`src/rtl/multi_reg_loader.sv`:
```
// multi_reg_loader
//   Loads any of NUM_REGS registers (REG_W bits each) over a LANE_W-bit lane
//   using framed transfers. Load frames shift beats into a shadow register and
//   commit it atomically after the last beat. Readback frames stream a register
//   out MS lane first. A start while busy aborts and restarts. Clear zeroes one
//   register. An out-of-range select is rejected with a sel_err pulse.
//
// Ports
//   clk, rst_n          clock, asynchronous active-low reset
//   start, mode, sel    frame request (mode 0 = load, 1 = readback), target index
//   din, din_valid      load data beat
//   clear               zero the register selected by sel (idle only)
//   dout, dout_valid    readback beat
//   busy, done          frame in progress / one-cycle completion pulse
//   sel_err             one-cycle pulse on start/clear with sel >= NUM_REGS
//   regs                committed registers, register i at [i*REG_W +: REG_W]
module multi_reg_loader #(
  parameter int LANE_W   = 4,
  parameter int REG_W    = 32,
  parameter int NUM_REGS = 4,
  parameter int SEL_W    = 2
) (
  input  logic                      clk,
  input  logic                      rst_n,
  input  logic                      start,
  input  logic                      mode,
  input  logic [SEL_W-1:0]          sel,
  input  logic [LANE_W-1:0]         din,
  input  logic                      din_valid,
  input  logic                      clear,
  output logic [LANE_W-1:0]         dout,
  output logic                      dout_valid,
  output logic                      busy,
  output logic                      done,
  output logic                      sel_err,
  output logic [NUM_REGS*REG_W-1:0] regs
);

  localparam int BEATS = REG_W / LANE_W;
  localparam int CNT_W = $clog2(BEATS + 1);
  localparam logic [CNT_W-1:0] LAST = CNT_W'(BEATS - 1);
  localparam logic [CNT_W-1:0] FULL = CNT_W'(BEATS);

  localparam logic [1:0] S_IDLE = 2'd0;
  localparam logic [1:0] S_LOAD = 2'd1;
  localparam logic [1:0] S_READ = 2'd2;

  logic [1:0]                state_q, state_d;
  logic [SEL_W-1:0]          sel_q, sel_d;
  logic [REG_W-1:0]          shadow_q, shadow_d;
  logic [CNT_W-1:0]          cnt_q, cnt_d;
  logic [NUM_REGS*REG_W-1:0] regs_q, regs_d;
  logic [LANE_W-1:0]         dout_q, dout_d;
  logic                      dout_valid_q, dout_valid_d;
  logic                      busy_q, busy_d;
  logic                      done_q, done_d;
  logic                      sel_err_q, sel_err_d;

  logic [31:0]      sel_ext;
  logic             sel_ok;
  logic [REG_W-1:0] sel_word;
  logic [REG_W-1:0] shadow_in;

  assign sel_ext   = 32'(sel);
  assign sel_ok    = sel_ext < 32'(NUM_REGS);
  // Shadow with the current beat appended in the LS lane; after BEATS beats
  // the first beat has walked up to the MS lane.
  assign shadow_in = (shadow_q << LANE_W) | REG_W'(din);

  // Register addressed by the sel input, used to seed a readback frame.
  always_comb begin
    sel_word = '0;
    for (int i = 0; i < NUM_REGS; i++) begin
      if (SEL_W'(i) == sel) sel_word = regs_q[i*REG_W +: REG_W];
    end
  end

  always_comb begin
    state_d      = state_q;
    sel_d        = sel_q;
    shadow_d     = shadow_q;
    cnt_d        = cnt_q;
    regs_d       = regs_q;
    dout_d       = dout_q;
    dout_valid_d = 1'b0;
    busy_d       = busy_q;
    done_d       = 1'b0;
    sel_err_d    = 1'b0;

    if (start && !sel_ok) sel_err_d = 1'b1;

    if (start && sel_ok) begin
      // A valid start always (re)starts a frame, abandoning any frame in flight.
      sel_d  = sel;
      busy_d = 1'b1;
      if (!mode) begin
        state_d  = S_LOAD;
        shadow_d = '0;
        cnt_d    = '0;
      end else begin
        // The first beat is issued straight from the register so it appears
        // in the cycle right after start.
        state_d      = S_READ;
        shadow_d     = sel_word << LANE_W;
        dout_d       = sel_word[REG_W-1 -: LANE_W];
        dout_valid_d = 1'b1;
        cnt_d        = CNT_W'(1);
        done_d       = (BEATS == 1);
      end
    end else begin
      case (state_q)
        S_IDLE: begin
          if (clear && !start) begin
            if (sel_ok) begin
              for (int i = 0; i < NUM_REGS; i++) begin
                if (SEL_W'(i) == sel) regs_d[i*REG_W +: REG_W] = '0;
              end
            end else begin
              sel_err_d = 1'b1;
            end
          end
        end
        S_LOAD: begin
          if (din_valid) begin
            shadow_d = shadow_in;
            cnt_d    = cnt_q + 1'b1;
            if (cnt_q == LAST) begin
              for (int i = 0; i < NUM_REGS; i++) begin
                if (SEL_W'(i) == sel_q) regs_d[i*REG_W +: REG_W] = shadow_in;
              end
              done_d  = 1'b1;
              busy_d  = 1'b0;
              state_d = S_IDLE;
              cnt_d   = '0;
            end
          end
        end
        S_READ: begin
          // One extra cycle after the last beat keeps busy high alongside done.
          if (cnt_q == FULL) begin
            state_d = S_IDLE;
            busy_d  = 1'b0;
          end else begin
            dout_d       = shadow_q[REG_W-1 -: LANE_W];
            shadow_d     = shadow_q << LANE_W;
            dout_valid_d = 1'b1;
            cnt_d        = cnt_q + 1'b1;
            done_d       = (cnt_q == LAST);
          end
        end
        default: begin
          state_d = S_IDLE;
          busy_d  = 1'b0;
        end
      endcase
    end
  end

  always_ff @(posedge clk or negedge rst_n) begin
    if (!rst_n) begin
      state_q      <= S_IDLE;
      sel_q        <= '0;
      shadow_q     <= '0;
      cnt_q        <= '0;
      regs_q       <= '0;
      dout_q       <= '0;
      dout_valid_q <= 1'b0;
      busy_q       <= 1'b0;
      done_q       <= 1'b0;
      sel_err_q    <= 1'b0;
    end else begin
      state_q      <= state_d;
      sel_q        <= sel_d;
      shadow_q     <= shadow_d;
      cnt_q        <= cnt_d;
      regs_q       <= regs_d;
      dout_q       <= dout_d;
      dout_valid_q <= dout_valid_d;
      busy_q       <= busy_d;
      done_q       <= done_d;
      sel_err_q    <= sel_err_d;
    end
  end

  assign dout       = dout_q;
  assign dout_valid = dout_valid_q;
  assign busy       = busy_q;
  assign done       = done_q;
  assign sel_err    = sel_err_q;
  assign regs       = regs_q;

endmodule

```
`config.mk`:
```
export PLATFORM = sky130hd
export DESIGN_NAME = multi_reg_loader
export DESIGN_NICKNAME = d
export VERILOG_FILES = /design/src/rtl/multi_reg_loader.sv
export SDC_FILE = /design/constraint.sdc
export NUM_CORES = 1
export LEC_CHECK = 0
export ABC_AREA = 1
export BUFFER_PORTS_ARGS = -buffer_cell sky130_fd_sc_hd__buf_2
export CORE_ASPECT_RATIO = 1.4
export CORE_MARGIN = 2
export CORE_UTILIZATION = 30
export CTS_BUF_LIST = sky130_fd_sc_hd__clkbuf_8
export CTS_CLUSTER_DIAMETER = 50
export DETAILED_ROUTE_END_ITERATION = 16
export SETUP_SLACK_MARGIN = 0.3
export SLEW_MARGIN = 30
export SYNTH_ARGS = -nofsm -noshare
export SYNTH_HDL_FRONTEND = slang
export SYNTH_SLANG_ARGS = --single-unit
```
`constraint.sdc`:
```
create_clock -name clk -period 1.9 [get_ports clk]
set_input_delay 0.38 -clock clk [delete_from_list [all_inputs] [get_ports clk]]
set_output_delay 0.38 -clock clk [all_outputs]
set_load 0.005 [all_outputs]
```
==> qor.csv, run 1 <==
metric,value,unit
CTS Buffer Depth,2,
Cell Rows,74,
Clock Skew,0.02132,ns
Pins Over Slew Limit,0,
DR WL/cell,19.06,um
total power,0.01181,W
most frequent cells in the layout,"nand2_1, dfrtp_1, buf_2",
CP max-delay cell,dfrtp_1,
clock share of power,25.3,%
"commonest non-fill, non-tap cell in the layout",nand2_1,
worst path required time,2.29,ns
Fmax achieved,528.3,MHz
first-pass GRT wire length,47.55,mm
Pint,0.007476,W
Pre-antenna DRT Iters,5,
Switching Fraction,36.70,%
Finish-stage setup viols,0,
family with the most delay on the worst path,buffers and inverters,
"Seq/Total Area, Yosys",49.23,%
Post-Syn Instances,1243,
Via density,4.936,
status,"finished, final reports clean",
Die H,207.7,um
WL final,34.78,mm
root buffer cell,clkbuf_8,
Seq pwr share,41.7,%
CP arrival,2.28,ns
die footprint,31060,um2
CP bufs+invs,4,
Fin. Hold Viols,0,
unrepaired setup endpoints after global routing,yes,
critical path launch point type,flip-flop,
via count,9009,
global-route usage over all layers,19.86,%
Clock Latency Late Sink,0.50,ns
final period utilization,99.63,%
drt drc,0,
ANT nets after route,0,
clock sinks,175,
# nets final,1450,
H-tree depth,4,
CP max stage delay,0.44,ns
largest net degree at the start of global routing,63,
Fin Setup TNS,0,ns
distinct cell type count after synthesis,28,
PwrDens,984.6,nW/um2
Syn Area/Cell,7.156,um2
CTS Buf Count,17,
total gr overflow,0,
Ys Warns,0,
Final HPWL DP,21.15,mm
Die W,149.5,um
hold crit path type,in -> reg,
initial antenna violation count,0,
Initial Util,30.50,%
WHS,0.1889,ns
clock slew at the register clock pins of the worst setup and hold paths,0.11,ns
I/O Buffers,146,
CP cell instances,ha_4 -> buf_4 -> nand2_4 -> nand2_4 -> nor2_4 -> buf_6 -> buf_12 -> nand2_8 -> clkbuf_16 -> nand2_1 -> nand2_1,
maximum vdd drop,0.5019,mV
Worst setup EP type,flip-flop,
ant diodes,0,
share of cells above drive strength 1,26.30,%
Synth Cell Area,8895,um2
crit path max fanout,8,
minimum clock period,1.893,ns
Ports,148,
Finished Core Util,41.13,%
combinational power share,33.0,%
syn nets,1260,
critical path class,reg -> reg,
Static Leak,6.808,nW
P_sw,0.004334,W
initial detailed-routing violation count,750,
max-cap viol count,0,
Final GP Congestion,0.8179,
synthesis-to-layout area growth,34.86,%
core area,29170,um2
CTS tree,yes,
#FFs+latches synth,175,
number of global-route vias before repair,8374,
## cells by family after synthesis
group	share of synthesized area, %
DFF	49.23
adders and majority gates	0.7033
other	0.04216
buffers and inverters	8.665
and+or+nand+nor	38.28
AOI/OAI and AO/OA	3.081
## power groups by stage
stage	Combinational, W	Clock (W)	Sequential [W]
global placement	0.00282	0	0.00494
finish	0.00390	0.00299	0.00492
CTS	0.00307	0.00303	0.00489
detailed placement	0.00285	0	0.00495
global route	0.00420	0.00317	0.00499
floorplan	0.00152	0	0.00484
## worst min-delay path, stage by stage
cell     delay (ns)
buf_2          0.10
nand2_1        0.09
o21ai_0        0.09
## area by class of cell
class                      instances  area (um2)
clock inverter                    14       203.9
multi-input combinational        888        4144
sequential                       175        4379
tap                              380       475.5
timing repair buffer             244        2155
fill                            2943       17170
clock buffer                      17       234.0
inverter                         107       404.1
## cell usage after synthesis (all sizes together)
cell / n / area share [%]
nand2: 530 / 22
buf: 52 / 3.3
nand4: 2 / 0.14
conb: 1 / 0.042
o21ai: 32 / 1.8
nor3: 3 / 0.42
a21oi: 22 / 1.2
ha: 5 / 0.70
or2: 2 / 0.14
dfrtp: 175 / 49
clkbuf: 21 / 0.89
nor2: 125 / 5.7
nand3: 165 / 9.3
inv: 107 / 4.5
nand3b: 1 / 0.084
## repair_timing
item,4_1_cts,5_1_grt
endpoints found under the hold margin,20,0
gates resized for setup,21,133
cloned,2,21
setup endpoints to repair,168,172
pin swaps,3,22
buffers inserted,9,9
hold buffers,1,0
## metal layers
layer / track usage [%] / routed length [um]
met1: 24.11 / 13200
met2: 34.67 / 17740
met3: 3.516 / 2198
met4: 7.586 / 1652
met5: 0 / 0
## registers in the layout (all words and copies together) (netlist names), 2 cells and up
register  flops
cnt_q         4
dout          4
regs        128
sel_q         2
shadow_q     32
state_q       2
## path summary, 6_finish.rpt
| kind | from | to | slack [ns] | depth (start not counted) |
|---|---|---|---|---|
| setup / recovery | state_q[0] | regs[94] | 0.007 | 11 |
| setup reg to reg | state_q[0] | regs[94] | 0.007 | 11 |
| min in group asynchronous | rst_n | sel_q[1] | 0.31 | 2 |
| hold reg to reg | shadow_q[31] | shadow_q[31] | 0.48 | 2 |
| max in group asynchronous | rst_n | regs[112] | 0.95 | 3 |
| hold / removal | din[1] | shadow_q[1] | 0.19 | 3 |
## per-stage QoR
step / setup slack [ns] / cells / cell area, um2
6_report: 0.007058 / 1825 / 12000
4_1_cts: 0.09129 / 1795 / 10970
3_5_place_dp: -0.07335 / 1752 / 10310
2_1_floorplan: 0.2962 / 1243 / 8900
3_3_place_gp: -0.09898 / 1752 / 10310
5_1_grt: -0.02449 / 1825 / 12000
Note: power is estimated with default switching activity, not from simulation.
==> inputs of run 2 (changes only) <==
CORE_UTILIZATION = 40   (was 30)
==> qor.csv, run 2 (synthesis results as in run 1) <==
metric,value,unit,change
status,"finished, final reports clean",,
first-pass GRT wire length,46.45,mm,-2.3%
number of global-route vias before repair,8382,,+0.096%
initial antenna violation count,1,,+1
ant diodes,0,,unchanged
share of cells above drive strength 1,25.24,%,-1.1 points
CTS tree,yes,,
die footprint,23460,um2,-24%
critical path class,reg -> reg,,
met1 wire length,12.16,mm,-7.8%
via count,8828,,-2.0%
"non-filler cells, final",1747,,-4.3%
critical path launch point type,flip-flop,,
total gr overflow,0,,unchanged
Routed met2 length,16.05,mm,-9.5%
crit path max fanout,5,,-3
Initial Util,40.69,%,+10 points
met3 WL,1.853,mm,-16%
most frequent cells in the layout,"nand2_1, dfrtp_1, nand3_1",,
unrepaired setup endpoints after global routing,yes,,
synthesis-to-layout area growth,32.21,%,
Finish-stage setup viols,0,,unchanged
root buffer cell,clkbuf_8,,
# nets final,1455,,+0.34%
Ports,148,,unchanged
H-tree depth,4,,unchanged
DR WL/cell,17.76,um,-6.8%
total power,0.01146,W,-2.9%
PwrDens,974.7,nW/um2,-1.0%
Largest register FFs,128,,unchanged
Fin. Hold Viols,0,,unchanged
ANT nets after route,0,,unchanged
Top Metal Used,met4,,
Final HPWL DP,20.27,mm,-4.2%
drt drc,0,,unchanged
initial detailed-routing violation count,526,,-30%
CTS Buf Count,17,,unchanged
Via density,5.053,,+2.4%
Clock Latency Late Sink,0.49,ns,about the same
clock slew at the register clock pins of the worst setup and hold paths,0.10,ns,about the same
Die W,130.0,um,-13%
core area,21860,um2,-25%
final period utilization,96.83,%,-2.8 points
worst path required time,2.33,ns,+0.04 ns
max-cap viol count,0,,unchanged
Clock Skew,0.01833,ns,-0.002992 ns
minimum clock period,1.840,ns,-0.05310 ns
footprint of the multi-input gates,4063,um2,-2.0%
Finished Core Util,53.79,%,+13 points
Final GP Congestion,0.8315,,+1.7%
Die H,180.4,um,-13%
I/O Buffers,146,,unchanged
Worst setup EP type,flip-flop,,
storage element area,4382,um2,about the same
CTS Buffer Depth,2,,unchanged
CP arrival,2.27,ns,about the same
clock sinks,175,,unchanged
Pins Over Slew Limit,0,,unchanged
Fmax achieved,543.5,MHz,+2.9%
maximum vdd drop,0.5503,mV,+9.6%
global-route usage over all layers,25.86,%,+6.0 points
fill count,2105,,-28%
Cell Rows,64,,-14%
WL final,31.03,mm,-11%
largest net degree at the start of global routing,44,,-30%
hold crit path type,in -> reg,,
Pre-antenna DRT Iters,5,,unchanged
placed cells,1677,,-4.3%
"commonest non-fill, non-tap cell in the layout",nand2_1,,
Static Leak,6.765,nW,-0.63%
==> run 2: cell count changes in the layout (fill, tap and decap cells not counted), moves of 6 or more <==
| cell | before | now |
|---|---|---|
| buf_6 | 12 | 21 |
| nand2_1 | 478 | 498 |
| nand2_2 | 36 | 22 |
| nor2_1 | 118 | 109 |
| nand3_1 | 139 | 158 |
| nand3_2 | 26 | 5 |
| nor2_2 | 2 | 8 |
| clkbuf_16 | 16 | 8 |
==> run 2: timing repair <==
action                                  in CTS  in global routing
endpoints found under the setup margin     167                172
resized for setup                           54                 93
pin swaps                                   12                 16
hold buffers                                 1                  0
endpoints found under the hold margin       37                  0
gates cloned                                 6                  8
buffers inserted                            18                  6
==> run 2: power by group <==
part	total (W)	switching, W	internal, W
Combinational	0.00368	0.00204	0.00164
Clock	0.00284	0.00152	0.00132
Sequential	0.00495	0.000612	0.00433
Total	0.0115	0.00417	0.00729
==> run 2: worst paths after layout <==
path	from	endpoint	slack (ns)	depth (start not counted)
max	state_q[1]	regs[114]	0.06	13
min	mode	state_q[0]	0.17	3
max reg2reg	state_q[1]	regs[114]	0.06	13
min reg2reg	busy	busy	0.48	2
max in group asynchronous	rst_n	regs[79]	0.90	3
min in group asynchronous	rst_n	dout[3]	0.39	2
==> run 2: critical path, cell delays in order, from the launching register on <==
cell and delay [ns]:
dfrtp_1 0.41, inv_2 0.10, ha_4 0.18, inv_2 0.05, or2_4 0.24, nand2_4 0.07
nor2_4 0.05, buf_6 0.12, buf_6 0.12, nand2_8 0.06, buf_6 0.12, clkbuf_16 0.15
nand2_2 0.05, nand2_1 0.06
==> run 2: layout make-up <==
type	instances	area share (%)
Clock buffer	17	1.990
Clock inverter	14	1.553
Inverter	107	3.564
Multi-Input combinational cell	888	34.55
Sequential cell	175	37.26
Tap cell	297	3.160
Timing Repair Buffer	249	17.93
==> run 2: through the flow <==
| stage | setup TNS, ns | worst slack, ns | instance area (um2) | hold WS [ns] |
|---|---|---|---|---|
| detailed placement | 0 | 0.01033 | 10280 | 0.3566 |
| finish | 0 | 0.06016 | 11760 | 0.1693 |
| global placement | 0 | 0.07124 | 10280 | 0.3517 |
| CTS | 0 | 0.1131 | 11210 | 0.1481 |
| floorplan | 0 | 0.2962 | 8900 | 0.08441 |
| global route | -0.02892 | -0.01355 | 11760 | 0.1592 |
==> run 2: per-layer routing <==
layer	track usage, %	up-vias
met5	0	-
met4	9.032	0
met3	4.097	69
met2	45.05	320
met1	32.12	4220
li1	-	4219
==> inputs of run 3 (changes only) <==
CORE_MARGIN = not set   (was 2)
==> qor.csv, run 3 (synthesis results as in run 1) <==
metric,value,unit,change
status,"finished, final reports clean",,
largest net degree at the start of global routing,41,,-6.8%
hold crit path type,in -> reg,,
Fmax achieved,559.3,MHz,+2.9%
combinational power share,33.0,%,+0.9 points
Via density,5.145,,+1.8%
Die H,178.4,um,-1.1%
P_sw,0.004214,W,+1.0%
maximum vdd drop,0.4769,mV,-13%
CTS tree,yes,,
"commonest non-fill, non-tap cell in the layout",nand2_1,,
most frequent cells in the layout,"nand2_1, dfrtp_1, buf_2",,
fill count,2072,,-1.6%
Static Leak,6.599,nW,-2.4%
Final GP Congestion,0.8048,,-3.2%
max-cap viol count,0,,unchanged
design area,11690,um2,-0.60%
H-tree depth,4,,unchanged
synthesis-to-layout area growth,31.43,%,
Seq pwr share,43.6,%,+0.5 points
Fin. Hold Viols,0,,unchanged
I/O Buffers,146,,unchanged
clock sinks,175,,unchanged
critical path class,reg -> reg,,
clock share of power,23.4,%,-1.4 points
crit path max fanout,15,,+10
via count,8850,,+0.25%
Ports,148,,unchanged
initial antenna violation count,0,,-1
# nets final,1428,,-1.9%
Pins Over Slew Limit,0,,unchanged
critical path launch point type,flip-flop,,
Finished Core Util,53.47,%,-0.32 points
worst path required time,2.28,ns,-0.05 ns
Largest register FFs,128,,unchanged
Clock Skew,0.01941,ns,+0.001081 ns
clock slew at the register clock pins of the worst setup and hold paths,0.10,ns,about the same
minimum clock period,1.788,ns,-0.05189 ns
CTS Buffer Depth,2,,unchanged
Placed Instance Area,10160,um2,-1.2%
unrepaired setup endpoints after global routing,yes,,
CTS Buf Count,17,,unchanged
Clock Latency Late Sink,0.48,ns,about the same
first-pass GRT wire length,47.37,mm,+2.0%
Die W,128.0,um,-1.5%
WL final,32.05,mm,+3.3%
share of cells above drive strength 1,26.07,%,+0.83 points
DR WL/cell,18.63,um,+4.9%
Finish-stage setup viols,0,,unchanged
final period utilization,94.10,%,-2.7 points
core area,21860,um2,unchanged
number of global-route vias before repair,8171,,-2.5%
Pre-antenna DRT Iters,5,,unchanged
ant diodes,0,,unchanged
Cell Rows,64,,unchanged
Switching Fraction,37.32,%,+0.94 points
Initial Util,40.69,%,unchanged
die footprint,22850,um2,-2.6%
PwrDens,965.8,nW/um2,-0.91%
Final HPWL DP,19.59,mm,-3.3%
Worst setup EP type,flip-flop,,
total gr overflow,0,,unchanged
ANT nets after route,0,,unchanged
Pint,0.007077,W,-3.0%
Fin Setup TNS,0,ns,unchanged
root buffer cell,clkbuf_8,,
drt drc,0,,unchanged
initial detailed-routing violation count,654,,+24%
global-route usage over all layers,27.72,%,+1.9 points
CP arrival,2.17,ns,-0.10 ns
-- run 3: path summary, 6_finish.rpt --
kind | startpoint | end | slack (ns) | cells after the start
min in group asynchronous | rst_n | state_q[1] | 0.40 | 2
max reg2reg | state_q[1] | regs[45] | 0.11 | 11
max in group asynchronous | rst_n | regs[93] | 0.90 | 3
min reg2reg | busy | busy | 0.47 | 2
min | din[0] | shadow_q[0] | 0.17 | 3
max | state_q[1] | regs[45] | 0.11 | 11
-- run 3: critical path, stage by stage (launching register included) --
cell	delay [ns]
dfrtp_1	0.41
inv_2	0.09
ha_4	0.16
inv_4	0.03
or2_1	0.23
nand2_2	0.10
nor2_4	0.05
buf_6	0.13
buf_16	0.15
clkbuf_16	0.18
nand3_1	0.10
nand2_1	0.05
-- run 3: routing by layer --
metal	track usage (%)	wire length [um]	up-vias
li1	-	-	4175
met1	34.65	12800	4279
met2	47.26	16470	340
met3	5.399	1890	56
met4	10.34	892	0
met5	0	0	-
-- run 3: power groups by stage --
stage | registers, W | logic (W) | clock network [W]
5_1_grt | 0.00500 | 0.00404 | 0.00280
4_1_cts | 0.00490 | 0.00324 | 0.00268
2_1_floorplan | 0.00484 | 0.00152 | 0
3_5_place_dp | 0.00497 | 0.00274 | 0
3_3_place_gp | 0.00497 | 0.00270 | 0
6_report | 0.00492 | 0.00373 | 0.00264
-- run 3: cell type report --
cell class | count | area (um2) | share of cell area, %
timing repair buffer | 222 | 1909 | 16.33
clock buffer | 21 | 289.0 | 2.472
tap | 297 | 371.6 | 3.179
clock inverter | 10 | 98.84 | 0.8456
inverter | 107 | 414.1 | 3.543
multi-input combinational | 888 | 4228 | 36.17
sequential | 175 | 4379 | 37.46
-- run 3: timing repair --
action                                  CTS  global route
cloned                                    8            11
endpoints found under the setup margin  157           171
hold buffers                              1             0
buffers inserted                          9             1
pin swaps                                 8            35
endpoints found under the hold margin    33             0
resized for setup                        48            92
-- run 3: through the flow --
step	instances	setup WS, ns	power [W]	hold WS, ns
final	1720	0.1121	0.01129	0.1679
after global routing	1720	0.06300	0.01184	0.1675
after CTS	1708	0.1497	0.01082	0.1447
after detailed placement	1659	0.03353	0.007713	0.3511
after global placement	1659	0.1295	0.007663	0.3460
after floorplan	1243	0.2962	0.006368	0.08441
